==> config.mk <==
export PLATFORM = sky130hd
export DESIGN_NAME = lab2_proc_inst_buffer
export DESIGN_NICKNAME = d
export VERILOG_FILES = /design/src/rtl/lab2_proc_pkg.sv /design/src/rtl/lab2_proc_inst_buffer_ptr.sv /design/src/rtl/lab2_proc_inst_buffer.sv
export SDC_FILE = /design/constraint.sdc
export NUM_CORES = 1
export LEC_CHECK = 0
export BUFFER_PORTS_ARGS = -buffer_cell sky130_fd_sc_hd__buf_4
export CAP_MARGIN = 20
export CORE_ASPECT_RATIO = 0.7
export CORE_MARGIN = 3
export CORE_UTILIZATION = 30
export DETAILED_ROUTE_END_ITERATION = 8
export PLACE_DENSITY_LB_ADDON = 0.05
export SLEW_MARGIN = 20
export SYNTH_ARGS = -nofsm -noshare
export SYNTH_HDL_FRONTEND = slang
export SYNTH_SLANG_ARGS = --single-unit
==> constraint.sdc <==
create_clock -name clk -period 6.3 [get_ports clk]
set_input_delay 1.26 -clock clk [delete_from_list [all_inputs] [get_ports clk]]
set_output_delay 1.26 -clock clk [all_outputs]
set_load 0.03 [all_outputs]
==> src/rtl/lab2_proc_pkg.sv <==
// rtl/lab2_proc_pkg.sv - shared types for the lab2 processor fetch path
package lab2_proc_pkg;

    // One fetch-buffer slot: request PC, returned word, and whether the
    // memory response for this slot has landed yet.
    typedef struct packed {
        logic [31:0] pc;
        logic [31:0] inst;
        logic        arrived;
    } inst_buf_entry_t;

endpackage

==> src/rtl/lab2_proc_inst_buffer_ptr.sv <==
// rtl/lab2_proc_inst_buffer_ptr.sv - wrap-around pointer with clear and increment
//
// Ports:
//   clk, reset  clock and asynchronous active-high reset
//   clear_i     return the pointer to slot 0
//   inc_i       advance the pointer by one (applied after clear_i)
//   ptr_o       current pointer value
module lab2_proc_inst_buffer_ptr #(
    parameter int p_num_entries = 2,
    localparam int PW = $clog2(p_num_entries)
) (
    input  logic          clk,
    input  logic          reset,
    input  logic          clear_i,
    input  logic          inc_i,
    output logic [PW-1:0] ptr_o
);

    logic [PW-1:0] ptr_q;
    logic [PW-1:0] ptr_d;

    // clear and inc together land on slot 1, which is what a squash plus a
    // same-cycle redirect allocation needs. Depth is a power of two, so the
    // natural binary wrap is the modulo.
    always_comb begin
        ptr_d = (clear_i ? '0 : ptr_q) + PW'(inc_i);
    end

    always_ff @(posedge clk or posedge reset) begin
        if (reset) begin
            ptr_q <= '0;
        end else begin
            ptr_q <= ptr_d;
        end
    end

    assign ptr_o = ptr_q;

endmodule

==> src/rtl/lab2_proc_inst_buffer.sv <==
// rtl/lab2_proc_inst_buffer.sv - in-order fetch buffer between imem and decode
//
// Ports:
//   clk, reset                 clock and asynchronous active-high reset
//   memreq_fire, memreq_pc     fetch issued a request for memreq_pc this cycle
//   issue_ok                   fetch may issue a request this cycle
//   memresp_val, memresp_data  in-order imem response
//   memresp_rdy                constant 1, responses are never stalled
//   squash                     redirect: discard buffer, drop in-flight responses
//   inst_val_D, inst_D, pc_D   oldest completed entry presented to decode
//   inst_rdy_D                 decode accepts the head entry
module lab2_proc_inst_buffer
    import lab2_proc_pkg::*;
#(
    parameter int p_num_entries = 2
) (
    input  logic        clk,
    input  logic        reset,
    input  logic        memreq_fire,
    input  logic [31:0] memreq_pc,
    output logic        issue_ok,
    input  logic        memresp_val,
    input  logic [31:0] memresp_data,
    output logic        memresp_rdy,
    input  logic        squash,
    output logic        inst_val_D,
    output logic [31:0] inst_D,
    output logic [31:0] pc_D,
    input  logic        inst_rdy_D
);

    localparam int PW = $clog2(p_num_entries);
    localparam int CW = $clog2(p_num_entries + 1);
    localparam logic [CW-1:0] NUM = CW'(p_num_entries);

    inst_buf_entry_t entries_q [p_num_entries];
    inst_buf_entry_t entries_d [p_num_entries];

    logic [PW-1:0] head;
    logic [PW-1:0] tail;
    logic [PW-1:0] fill;
    logic [PW-1:0] alloc_idx;

    logic [CW-1:0] count_q;
    logic [CW-1:0] count_d;
    logic [CW-1:0] drop_q;
    logic [CW-1:0] drop_d;
    logic [CW-1:0] arrived_cnt;
    logic [CW-1:0] pending;
    logic [CW:0]   drop_sum;

    logic alloc;
    logic deq;
    logic resp_drop;
    logic resp_fill;

    assign issue_ok    = (count_q < NUM);
    assign memresp_rdy = 1'b1;

    // Arrived bits are cleared on dequeue and squash, so only live entries
    // can hold one; the head being arrived means a completed instruction.
    assign inst_val_D = entries_q[head].arrived;
    assign inst_D     = entries_q[head].inst;
    assign pc_D       = entries_q[head].pc;

    always_comb begin
        arrived_cnt = '0;
        for (int i = 0; i < p_num_entries; i++) begin
            arrived_cnt = arrived_cnt + CW'(entries_q[i].arrived);
        end
    end

    assign pending = count_q - arrived_cnt;

    // A redirect target is fired into the buffer that the squash empties,
    // so it is accepted even when the old contents filled every slot.
    assign alloc     = memreq_fire && (issue_ok || squash);
    assign deq       = inst_val_D && inst_rdy_D && !squash;
    assign resp_drop = memresp_val && (drop_q != '0);
    assign resp_fill = memresp_val && (drop_q == '0) && (pending != '0);
    assign alloc_idx = squash ? '0 : tail;

    always_comb begin
        // Everything still owed by memory becomes a drop, minus the
        // response consumed this cycle (by the drop counter or a fill).
        drop_sum = {1'b0, drop_q} + {1'b0, pending} - (CW+1)'(resp_drop || resp_fill);
        if (squash) begin
            drop_d = (drop_sum > {1'b0, NUM}) ? NUM : drop_sum[CW-1:0];
        end else begin
            drop_d = drop_q - CW'(resp_drop);
        end
    end

    always_comb begin
        if (squash) begin
            count_d = CW'(alloc);
        end else begin
            count_d = count_q + CW'(alloc) - CW'(deq);
        end
    end

    always_comb begin
        entries_d = entries_q;
        if (squash) begin
            for (int i = 0; i < p_num_entries; i++) begin
                entries_d[i].arrived = 1'b0;
            end
        end else begin
            if (resp_fill) begin
                entries_d[fill].inst    = memresp_data;
                entries_d[fill].arrived = 1'b1;
            end
            if (deq) begin
                entries_d[head].arrived = 1'b0;
            end
        end
        if (alloc) begin
            entries_d[alloc_idx].pc      = memreq_pc;
            entries_d[alloc_idx].inst    = '0;
            entries_d[alloc_idx].arrived = 1'b0;
        end
    end

    always_ff @(posedge clk or posedge reset) begin
        if (reset) begin
            for (int i = 0; i < p_num_entries; i++) begin
                entries_q[i] <= '0;
            end
            count_q <= '0;
            drop_q  <= '0;
        end else begin
            entries_q <= entries_d;
            count_q   <= count_d;
            drop_q    <= drop_d;
        end
    end

    lab2_proc_inst_buffer_ptr #(.p_num_entries(p_num_entries)) u_head_ptr (
        .clk     (clk),
        .reset   (reset),
        .clear_i (squash),
        .inc_i   (deq),
        .ptr_o   (head)
    );

    lab2_proc_inst_buffer_ptr #(.p_num_entries(p_num_entries)) u_tail_ptr (
        .clk     (clk),
        .reset   (reset),
        .clear_i (squash),
        .inc_i   (alloc),
        .ptr_o   (tail)
    );

    lab2_proc_inst_buffer_ptr #(.p_num_entries(p_num_entries)) u_fill_ptr (
        .clk     (clk),
        .reset   (reset),
        .clear_i (squash),
        .inc_i   (resp_fill && !squash),
        .ptr_o   (fill)
    );

endmodule

## Word-level counts from Yosys, hierarchy flattened

Cells that the tools add are included.

- Output and inout bits: 67
- Latch bits: 0
- Bits in writable memories: 0
- ROM bits: 0
- Bits in registers: 137
- Bits of input ports: 70
- Word-level logic and storage cells: 83
- Memories kept: 0

- Reductions and logical operators: 16
- Div/mod/pow operators: 0
- Mux-type cells: 35
- Eq/ne operators: 0
- Add/subtract/negate cells: 10
- $lt $le $gt $ge: 8
- Bitwise logic cells: 3
- Shift-type cells: 0
- Multipliers: 0

Operators with widths:

| operator | number |
|---|---|
| bitwise mux 130 bit | 6 |
| 2-to-1 mux 130 bit | 4 |
| demux 65 bit (select 1 bit) | 6 |
| 2-to-1 mux 65 bit | 4 |
| 2-to-1 mux 64 bit | 2 |
| 2-to-1 mux 33 bit | 2 |
| logical AND 1 bit | 10 |
| 2-to-1 mux 1 bit | 8 |
| greater-or-equal comparator 2 bit (second input constant) | 3 |
| less-than comparator 2 x 1 -> 1 bit (second input constant) | 3 |
| 2-to-1 mux 2 bit | 3 |
| inverter 1 -> 2 bit | 3 |
| nonzero test 2 bit | 2 |
| subtractor 2 x 1 -> 2 bit | 2 |
| adder 1 bit | 3 |
| adder 2 x 2 -> 3 bit | 1 |
| > comparator 3 x 2 -> 1 bit (second input constant) | 1 |
| subtractor 3 x 1 -> 3 bit | 1 |
| adder 1 x 1 -> 2 bit | 1 |
| adder 2 x 1 -> 2 bit | 1 |
| logical NOT 2 bit | 1 |
| logical OR 1 bit | 2 |
| less-than comparator 2 bit (second input constant) | 1 |
| subtractor 2 bit | 1 |
| logical NOT 1 bit | 1 |

## Logic depth before layout (Yosys ltp)

Gate-level depths: netlist of the first run.

- Depth in word-level cells: 16
- Depth in mapped cells: 16
- Depth with buffers taken out: 15

## Modules after synthesis

From an unflattened synthesis of the first run, not the netlist that was laid out.

- Cell total of the unflattened synthesis: 564
- Area total of the unflattened synthesis: 6769.0 µm²

By module, submodules not included:

| module | cells each | area an instance (µm²) | seq. area each (µm²) | times used |
|---|---|---|---|---|
| lab2_proc_inst_buffer | 552 | 6592.6 | 3353.2 | 1 |
| lab2_proc_inst_buffer_ptr | 4 | 58.8 | 25.0 | 3 |

## Worst setup path after synthesis of the first run

Ideal clock, no wire load.

- Path kind: flip-flop to flip-flop
- Start: reg entries_q[0] (netlist bit)
- End: reg drop_q[0]
- Data required time: 6.217 ns
- Path buffers: 1
- Clock period less this slack: 3.597 ns
- Library setup time: 0.083 ns
- Path slack: 2.703 ns
- Arrival time: 3.515 ns
- Stages on the path, launching flop included: 17
- Cell sequence: dfrtp_1 inv_1 fa_1 inv_1 ha_1 o21a_1 o31a_2 buf_6 or2_2 ha_1 inv_1 ha_1 fa_1 xor2_1 nor2_1 nand3_1 o21ai_0

- Word-level cells in the longest chain between the ends: 9
- Elaborated cells between the ends (all ways): 10
- Those cells by class: add/sub: 4; order compare: 1; mux: 2; reduce/logical: 3

Ends and longest elaborated chain:

| element | line | RTL |
|---|---|---|
| start: declaration | lab2_proc_inst_buffer.sv:36 | `inst_buf_entry_t entries_q [p_num_entries];` |
| start signal: assignment | lab2_proc_inst_buffer.sv:132 | `entries_q <= entries_d;` |
| adder 1 x 1 -> 2 bit (*) | lab2_proc_inst_buffer.sv:69 | `arrived_cnt = arrived_cnt + CW'(entries_q[i].arrived);` |
| subtractor 2 bit (*) | lab2_proc_inst_buffer.sv:73 | `assign pending = count_q - arrived_cnt;` |
| branches (longest 3 deep; another with adder 2 x 2 -> 3 bit) | n/a |  |
| subtractor 3 x 1 -> 3 bit (*) | lab2_proc_inst_buffer.sv:86 | `drop_sum = {1'b0, drop_q} + {1'b0, pending} - (CW+1)'(resp_drop \|\| resp_fill);` |
| > comparator 3 x 2 -> 1 bit | lab2_proc_inst_buffer.sv:88 | `drop_d = (drop_sum > {1'b0, NUM}) ? NUM : drop_sum[CW-1:0];` |
| 2-to-1 mux 2 bit (*) | lab2_proc_inst_buffer.sv:88 |  |
| 2-to-1 mux 2 bit (*) | lab2_proc_inst_buffer.sv:87 | `if (squash) begin` |
| named net drop_d[0] | lab2_proc_inst_buffer.sv:47 | `logic [CW-1:0] drop_d;` |
| end signal: assignment | lab2_proc_inst_buffer.sv:134 | `drop_q <= drop_d;` |
| end: declaration | lab2_proc_inst_buffer.sv:46 | `logic [CW-1:0] drop_q;` |

Mark *: on every way through the listed nets, which the timed path passes.

## Final worst setup path of the first run

Same ends and word-level chain as after synthesis.

==> run_results.csv, run 1 <==
group,metric,value,unit
outcome,status,"finished clean",
timing,finalSetupViolCount,0,
cts,cts.sinks,137,
synthesis,async_flop_share,1.00,
finish,final_cells,1149,
cts,ctsHoldBuffers,0,
placement,port_buffers,135,
route,routedWlPerCell,17.2,µm
route,viasPerCell,4.95,
global_routing,grt_pass1_vias,5761,
finish,nFillCells,2215,
power_and_ir_drop,power_leakage,0.00379,µW
synthesis,syn_area_per_cell,8.90,µm²
cts,cts_made_buffers,17,
synthesis,netlist.area_leader.share,0.509,
worst_setup_path,cp.arrival,3970,ps
die,die_h,131,µm
finish,nets,936,
cts,post-cts-setup-buffer-count,0,
timing,setup_slack,2660,ps
cts,clk_pin_slew,60,ps
finish,drive_above_1_share,0.261,
die,start_util,0.308,
min_path,hold_class,"flop to flop",
route,wl_met3,990,µm
timing,timing.fmax,275,MHz
route,dr.pass1.iters,5,
worst_setup_path,crit_buf_inv,3,
cts,cts-resized-gates,0,
finish,design_area,8460,µm²
worst_setup_path,r2r_cells,15,
route,highest_layer,"met4",
synthesis,yosys_warnings,0,
min_path,hold_depth,2,
placement,dp_hpwl,11600,µm
route,drc,0,
placement,place_area,7890,µm²
synthesis,synth_cell_types,35,
synthesis,ys_seq_elements,137,
worst_setup_path,r2r_slack,2660,ps
min_path,min_from,"entries_q[60]",
route,finalWirelength,19800,µm
worst_setup_path,crit_chain,"inv_1 -> fa_1 -> inv_1 -> ha_1 -> o21a_1 -> o31a_2 -> or2_2 -> ha_1 -> inv_1 -> ha_1 -> fa_1 -> xor2_1 -> nor2_1 -> nand3_1 -> o21ai_0",
synthesis,synth.largest_area_cell,"dfrtp_1",
timing,worstMarginPinSlew,791,ps
timing,fin_crit,3640,ps
route,wl_met2,8980,µm
power_and_ir_drop,cellPowerDensity,365,nW/µm²
cts,clock_latency,420,ps
global_routing,grt_pass1_wl,31800,µm
global_routing,grtUsageTotal,0.165,
cts,cts_max_path_buffers,2,
cts,htreeDepth,4,
synthesis,syn_nets,838,
timing,rsz0062_at_grt,"false",
worst_setup_path,start_kind,"flop",
power_and_ir_drop,p_total,3090,µW
timing,hold_viol_final,0,
synthesis,ys.flop_type,"dfrtp_1",
timing,fin_skew,9.55,ps
global_routing,antenna_found_initial,0,
finish,num_antenna_cells,0,
synthesis,seq_area_frac_synth,0.509,
worst_setup_path,path_max_fanout,4,
synthesis,yosys-top-cells-area,"dfrtp_1, o21ai_0, nand3_1",
timing,setup-tns-final,0,ps
die,core,21800,µm²
timing,period_share,0.577,
min_path,hold_end,"entries_q[60]",
route,drt_iter0_drc,326,
die,die_area,24300,µm²
worst_setup_path,slowest_stage,"fa_1",
finish,syn2layout_area_growth,25.7,%
worst_setup_path,slowest_delay,570,ps
worst_setup_path,criticalPathCategory,"flop to flop",
die,die_w,185,µm
worst_setup_path,r2r-end,"drop_q[0]",
timing,slew_headroom,0.473,
worst_setup_path,regToRegStartpoint,"entries_q[0]",
route,vias,5688,
die,num_rows,45,
synthesis,synthesis.area,6730,µm²
cts,cts_tree,"built",
synthesis,syn_inst,756,
power_and_ir_drop,vdd_ir_drop_max,0.161,mV
global_routing,grt-ovfl-total,0,
placement,placedCellCount,1116,
worst_setup_path,critPathCaptureType,"flop",
route,ant_nets,0,
worst_setup_path,cp_top_family,"adder cells",
placement,pre_cts_slack,2670,ps
worst_setup_path,critPathRequiredTime,6630,ps
route,m1WireLength,9620,µm
timing,final_max_slew_viol_count,0,
job,cap_violations,0,
die,ioPinCount,137,
cts,clock-root-buffer,"clkbuf_16",
synthesis,synth_edf_count,0,
placement,routabilityCongestion,0.754,
global_routing,grt_max_degree,101,
[tightest hold or removal path: stages (launching register included)]
cell     delay [ps]
dfrtp_1         380
inv_1            50
o21ai_0          60
[sequential cells by signal (all words and copies together) (netlist names)]
register	flops
u_head_ptr.ptr_o	1
entries_q	130
drop_q	2
u_tail_ptr.ptr_o	1
u_fill_ptr.ptr_o	1
count_q	2
[per-layer routing]
metal	up-vias	GRT usage
met3	11	0.0371
met1	2781	0.236
met5	-	0
met2	132	0.253
li1	2764	-
met4	0	0.0437
[how the worst max path moves through the flow]
stage	depth (start not counted)	to	start	slack, ps
floorplan	1	count_q[0]	reset	1370
global placement	15	drop_q[0]	entries_q[0]	2740
detailed placement	15	drop_q[0]	entries_q[0]	2670
CTS	15	drop_q[0]	entries_q[0]	2640
global route	15	drop_q[0]	entries_q[0]	2470
finish	15	drop_q[0]	entries_q[0]	2660
[stage by stage]
step                      hold WS [ps]   util
after detailed placement           517  0.361
after global placement             510  0.361
after global routing               545  0.387
final                              524  0.387
after floorplan                    497      -
after CTS                          527  0.386
[kinds of logic (layout without fill, tap and decap cells)]
family	after synthesis	after routing	synth area share
AOI/OAI and AO/OA	237	237	0.188
and+or+nand+nor	184	184	0.125
buffers and inverters	147	258	0.0894
DFF	137	137	0.509
muxes	33	33	0.0552
adders and majority gates	12	12	0.0245
xor gates and xnor gates	5	5	0.00762
other	1	1	0.000557
[synth_stat cells (2+ instances only)]
library cell,instances
a21oi_1,66
and3_1,2
buf_1,4
buf_2,18
buf_4,4
clkbuf_1,36
clkbuf_2,4
dfrtp_1,137
fa_1,2
ha_1,10
inv_1,79
mux2_2,33
nand2_1,71
nand3_1,98
nor2_1,6
o21a_1,2
o21ai_0,121
o21ai_1,12
o22ai_1,32
or2_2,2
xnor2_1,2
xor2_1,2
[cells in the final DEF, fill, tap and decap left out, types with 2 or more instances in the layout]
cell,n
buf_4,145
xor2_1,2
mux2_2,33
nand2_1,71
nand3_1,98
o22ai_1,32
or2_2,2
clkinv_4,3
inv_1,78
ha_1,8
o21ai_0,121
dfrtp_1,136
fa_1,2
clkinvlp_4,2
clkinv_2,4
a21oi_1,66
xnor2_1,2
o21a_1,2
o21ai_1,12
inv_6,5
clkbuf_16,17
nor2_1,5
[power by group]
part           leakage, µW  internal (µW)  total [µW]  switching, µW
sequential         0.00187           1030        1120           83.7
clock             0.000264            517         919            402
combinational      0.00166            361        1050            693
total              0.00379           1910        3090           1180
[area by class of cell]
type	count	area, µm²	area share
flip-flops and latches	137	3430	0.406
multi-input cells	472	2720	0.322
repair buffers	146	1110	0.131
clock buffers	19	443	0.0524
well taps	282	353	0.0417
inverters	80	305	0.0361
clock inverters	13	96.3	0.0114
Note: power is estimated with default switching activity, not from simulation.
==> inputs of run 2 (changes only) <==
--- a/config.mk
+++ b/config.mk
@@ -5,6 +5,7 @@
 export SDC_FILE = /design/constraint.sdc
 export NUM_CORES = 1
 export LEC_CHECK = 0
+export ABC_AREA = 1
 export BUFFER_PORTS_ARGS = -buffer_cell sky130_fd_sc_hd__buf_4
 export CAP_MARGIN = 20
 export CORE_ASPECT_RATIO = 0.7
==> constraint.sdc (replaced) <==
create_clock -name clk -period 3 [get_ports clk]
set_input_delay 0.6 -clock clk [delete_from_list [all_inputs] [get_ports clk]]
set_output_delay 0.6 -clock clk [all_outputs]
set_load 0.03 [all_outputs]
==> run 2 against run 1 <==
Clock skew down 1.8 ps. Clock power up 130%. Non-clock buffer count up 16. Total power up 130%. Highest routed layer unchanged. Sequential power up 110%. Largest cell class unchanged. Final cell count up 28%. Clock-buffer cell count up 2. Sequential share of layout area down 4.2 points. Via count up 13%. Fmax up 25%. Die area up 10%.
==> run_results.csv, run 2 <==
group,metric,value,unit
outcome,status,"finished clean",
power_and_ir_drop,vdd_ir_drop_max,0.397,mV
worst_setup_path,critPathRequiredTime,3310,ps
cts,clock-root-buffer,"clkbuf_16",
worst_setup_path,slowest_delay,430,ps
synthesis,synth_edf_count,0,
timing,worstMarginPinSlew,753,ps
synthesis,syn_area_per_cell,7.22,µm²
cts,htreeDepth,4,
worst_setup_path,path_max_fanout,3,
global_routing,antenna_found_initial,0,
finish,reg.largest.list,"entries_q (130), count_q (2), drop_q (2)",
finish,syn2layout_area_growth,27.1,%
cts,cts.sinks,137,
timing,slew_headroom,0.498,
die,die_h,138,µm
route,drt_iter0_drc,270,
power_and_ir_drop,power_leakage,0.00492,µW
power_and_ir_drop,cellPowerDensity,747,nW/µm²
global_routing,grt_pass1_vias,6296,
synthesis,async_flop_share,1.00,
placement,dp_hpwl,13400,µm
synthesis,yosys_warnings,0,
worst_setup_path,criticalPathCategory,"flop to flop",
synthesis,ys_top_cells_by_count,"inv_1, nand2_1, dfrtp_1",
synthesis,ys_seq_elements,137,
placement,routabilityCongestion,0.737,
cts,clk_pin_slew,60,ps
worst_setup_path,slowest_stage,"fa_1",
timing,finalSetupViolCount,0,
power_and_ir_drop,p_total,7050,µW
die,start_util,0.310,
timing,period_share,0.973,
synthesis,synthesis.area,7430,µm²
min_path,hold_class,"input port to async pin",
synthesis,synth.most_common_cell,"inv_1",
route,dr.pass1.iters,5,
cts,cts_max_path_buffers,2,
die,num_rows,47,
synthesis,syn_nets,1111,
finish,final_common_cell,"inv_1",
cts,cts_tree,"built",
finish,top_register,"entries_q",
worst_setup_path,critPathCaptureType,"flop",
route,routedWlPerCell,14.2,µm
job,cap_violations,0,
global_routing,grtUsageTotal,0.160,
finish,num_antenna_cells,0,
global_routing,grt_pass1_wl,33800,µm
timing,rsz0062_at_grt,"true",
placement,pre_cts_slack,45.8,ps
synthesis,synth.largest_area_cell,"dfrtp_1",
synthesis,syn_inst,1029,
route,ant_nets,0,
synthesis,seq_area_frac_synth,0.461,
global_routing,grt-ovfl-total,0,
global_routing,grt_max_degree,68,
cts,clock_latency,420,ps
timing,final_max_slew_viol_count,0,
die,die_w,194,µm
timing,fin_skew,7.75,ps
die,core,24000,µm²
timing,hold_viol_final,0,
route,finalWirelength,20800,µm
route,drc,0,
die,die_area,26700,µm²
worst_setup_path,cp.arrival,3230,ps
synthesis,ys.flop_type,"dfrtp_1",
route,vias,6433,
finish,layout_common_cells,"inv_1, nand2_1, buf_4",
worst_setup_path,crit_chain,"inv_2 -> fa_1 -> ha_1 -> inv_1 -> nand2_1 -> nand2_2 -> nand3_2 -> nand2_2 -> o21ai_2 -> ha_1 -> inv_1 -> ha_2 -> fa_2 -> nor2_2 -> nand2_1 -> o21ai_1 -> inv_1",
worst_setup_path,cpMostUsedCell,"inv_1",
timing,fin_crit,2920,ps
timing,setup_slack,81.5,ps
cts,cts_made_buffers,17,
placement,port_buffers,135,
finish,largest_reg_flops,130,
finish,drive_above_1_share,0.187,
synthesis,synth_cell_types,24,
die,ioPinCount,137,
timing,timing.fmax,343,MHz
route,viasPerCell,4.37,
synthesis,yosys-top-cells-area,"dfrtp_1, inv_1, nand2_1",
worst_setup_path,start_kind,"flop",
synthesis,netlist.area_leader.share,0.461,
finish,nets,1224,
[run 2: logic make-up after synthesis]
family	share of synthesized area
fa+ha+maj	0.0222
other cells	0.000505
simple gates	0.253
buf+inv	0.167
flops	0.461
xor+xnor	0.00472
compound gates	0.0916
[run 2: power breakdown]
group	internal [µW]	switching, µW
clock	1290	836
combinational	848	1730
sequential	2200	155
[run 2: metal layers]
layer / vias to the layer above / global-route usage / wire, µm
met5: - / 0 / 0
met4: 0 / 0.0478 / 291
met3: 17 / 0.0345 / 674
met2: 103 / 0.234 / 8660
met1: 2950 / 0.236 / 11200
li1: 3363 / - / -
[run 2: final timing paths]
| kind | start | end | slack [ps] | cells after the start |
|---|---|---|---|---|
| max in group asynchronous | reset | entries_q[62] | 2020 | 3 |
| hold reg to reg | entries_q[121] | entries_q[121] | 500 | 2 |
| setup / recovery | entries_q[65] | drop_q[1] | 80 | 17 |
| hold / removal | reset | entries_q[77] | 310 | 2 |
| setup reg to reg | entries_q[65] | drop_q[1] | 80 | 17 |
| min in group clk | memreq_pc[24] | entries_q[57] | 420 | 3 |
[run 2: critical path: cells and delay by family, from the launching register on]
family,cells,cell delay [ps]
compound gates,2,120
fa+ha+maj,5,1590
simple gates,6,460
flops,1,380
buf+inv,4,230
[run 2: what timing repair did]
| action | 4_1_cts | 5_1_grt |
|---|---|---|
| setup buffers | 0 | 1 |
| resized for setup | 0 | 6 |
| endpoints found under the setup margin | 0 | 45 |
| hold buffers | 0 | 0 |
[run 2: cell type report]
type | instances | area (µm²)
clock buffers | 21 | 470
clock inverters | 11 | 120
fillers | 2614 | 14500
inverters | 246 | 927
multi-input cells | 578 | 2790
flip-flops and latches | 137 | 3430
well taps | 318 | 398
repair buffers | 162 | 1310
[run 2: metrics by stage]
stage | area [µm²] | std cells | hold slack, ps | setup TNS, ps | utilization
global placement | 8830 | 1440 | 484 | 0 | 0.368
global route | 9440 | 1473 | 344 | -126 | 0.394
finish | 9440 | 1473 | 313 | 0 | 0.394
CTS | 9420 | 1472 | 321 | 0 | 0.393
detailed placement | 8830 | 1440 | 490 | 0 | 0.368
floorplan | 7450 | 1029 | 471 | -316 | -
==> inputs of run 3 (changes only) <==
--- a/config.mk
+++ b/config.mk
@@ -8,9 +8,11 @@
 export ABC_AREA = 1
 export BUFFER_PORTS_ARGS = -buffer_cell sky130_fd_sc_hd__buf_4
 export CAP_MARGIN = 20
+export CELL_PAD_IN_SITES_DETAIL_PLACEMENT = 2
+export CELL_PAD_IN_SITES_GLOBAL_PLACEMENT = 2
 export CORE_ASPECT_RATIO = 0.7
 export CORE_MARGIN = 3
-export CORE_UTILIZATION = 30
+export CORE_UTILIZATION = 28
 export DETAILED_ROUTE_END_ITERATION = 8
 export PLACE_DENSITY_LB_ADDON = 0.05
 export SLEW_MARGIN = 20
==> run 3 against run 2 <==
The run now ends with negative setup slack left. Non-clock buffer count rose by 2. Core utilization fell by 2.0 points. Wire length rose by 16%. Die area rose by 6.9%. Sequential cell count did not move. Clock skew rose by 2.2 ps. Highest routed layer unchanged.
==> run_results.csv, run 3 (synthesis gave the netlist of run 2 again) <==
group,metric,value,unit
route,drc,0,
placement,dp_hpwl,15500,µm
cts,cts_made_buffers,17,
worst_setup_path,cp.arrival,3320,ps
placement,placedCellCount,1478,
finish,drive_above_1_share,0.195,
worst_setup_path,critPathRequiredTime,3300,ps
finish,reg.largest.list,"entries_q (130), count_q (2), drop_q (2)",
route,routedWlPerCell,15.9,µm
finish,design_area,9650,µm²
timing,timing.fmax,331,MHz
worst_setup_path,path_max_fanout,3,
timing,holdWs,373,ps
finish,largest_reg_flops,130,
finish,nets,1226,
placement,place_area,8870,µm²
cts,cts_tree,"built",
power_and_ir_drop,cellPowerDensity,789,nW/µm²
timing,worstMarginPinSlew,910,ps
cts,htreeDepth,4,
global_routing,grt_pass1_vias,7469,
finish,top_register,"entries_q",
placement,routabilityCongestion,0.696,
route,vias,6895,
min_path,hold_class,"input port to async pin",
job,cap_violations,0,
outcome,violations,"negative setup slack",
timing,rsz0062_at_grt,"true",
power_and_ir_drop,p_total,7620,µW
die,start_util,0.287,
route,finalWirelength,24100,µm
power_and_ir_drop,power_leakage,0.00497,µW
timing,period_share,1.01,
finish,syn2layout_area_growth,29.9,%
timing,fin_crit,3020,ps
finish,num_antenna_cells,0,
cts,clock_latency,420,ps
die,die_area,28600,µm²
timing,finalSetupViolCount,1,
finish,final_cells,1514,
cts,ctsHoldBuffers,0,
global_routing,grt_pass1_wl,40200,µm
timing,final_max_slew_viol_count,0,
die,ioPinCount,137,
route,ant_nets,0,
timing,hold_viol_final,0,
route,viasPerCell,4.55,
cts,cts.sinks,137,
route,dr.pass1.iters,4,
global_routing,antenna_found_initial,0,
worst_setup_path,start_kind,"flop",
outcome,status,"finished, violations left",
die,num_rows,49,
timing,setup_slack,-18.6,ps
worst_setup_path,criticalPathCategory,"flop to flop",
worst_setup_path,critPathCaptureType,"flop",
placement,port_buffers,135,
timing,slew_headroom,0.392,
cts,clk_pin_slew,60,ps
timing,setup-tns-final,-18.6,ps
die,die_h,142,µm
global_routing,grtUsageTotal,0.176,
power_and_ir_drop,vdd_ir_drop_max,0.411,mV
global_routing,grt-ovfl-total,0,
global_routing,grt_max_degree,68,
timing,fin_skew,9.99,ps
die,core,25900,µm²
finish,final_common_cell,"inv_1",
cts,cts_max_path_buffers,2,
route,drt_iter0_drc,300,
die,die_w,201,µm
finish,layout_common_cells,"inv_1, nand2_1, buf_4",
cts,clock-root-buffer,"clkbuf_16",
==> run 3: final cells by class <==
type,count,area [µm²]
Sequential cell,137,3430
Fill cell,3072,16200
Inverter,246,927
Clock inverter,15,273
Multi-Input combinational cell,578,2830
Timing Repair Buffer,164,1320
Tap cell,357,447
Clock buffer,17,425
==> run 3: worst paths after layout <==
kind	slack, ps	from	endpoint	cells past startpoint
worst max-delay path	-20	entries_q[65]	drop_q[1]	17
worst min-delay path	370	reset	entries_q[103]	2
worst max register to register	-20	entries_q[65]	drop_q[1]	17
worst min register to register	500	entries_q[119]	entries_q[119]	2
max in group asynchronous	1950	reset	entries_q[99]	3
min in group clk	420	memreq_pc[21]	entries_q[54]	3
==> run 3: through the flow <==
step | utilization | setup WS, ps
2_1_floorplan | - | -160
3_3_place_gp | 0.343 | 49.2
5_1_grt | 0.373 | -187
6_report | 0.373 | -18.6
4_1_cts | 0.370 | 4.43
3_5_place_dp | 0.343 | -21.6
==> run 3: critical path, cell delays in order (launching register included) <==
cell and delay (ps):
dfrtp_1 360, inv_2 60, fa_2 610, ha_4 220
inv_2 50, nand2_2 50, nand2_2 70, nand3_2 90
nand2_2 90, o21ai_2 50, ha_1 290, inv_1 60
ha_2 170, fa_2 450, nor2_4 110, nand2_1 60
o21ai_1 80, inv_1 50
==> run 3: metal layers <==
layer  GRT usage  share of wire  vias to the layer above
met1       0.244           0.51                     3440
met5           0              0                        -
met2       0.289           0.46                       70
li1            -              -                     3375
met4      0.0332         0.0062                        0
met3      0.0352          0.025                       10
==> run 3: timing repair <==
action                                  4_1_cts  5_1_grt
gates resized for setup                       3       11
endpoints found under the setup margin        2       59
pin swaps                                     4        9
setup buffers                                 1        3
==> run 3: where the power goes <==
part           total [µW]  internal, µW  switching [µW]
combinational        2720           892            1830
clock                2540          1650             889
sequential           2360          2200             165
total                7620          4740            2880
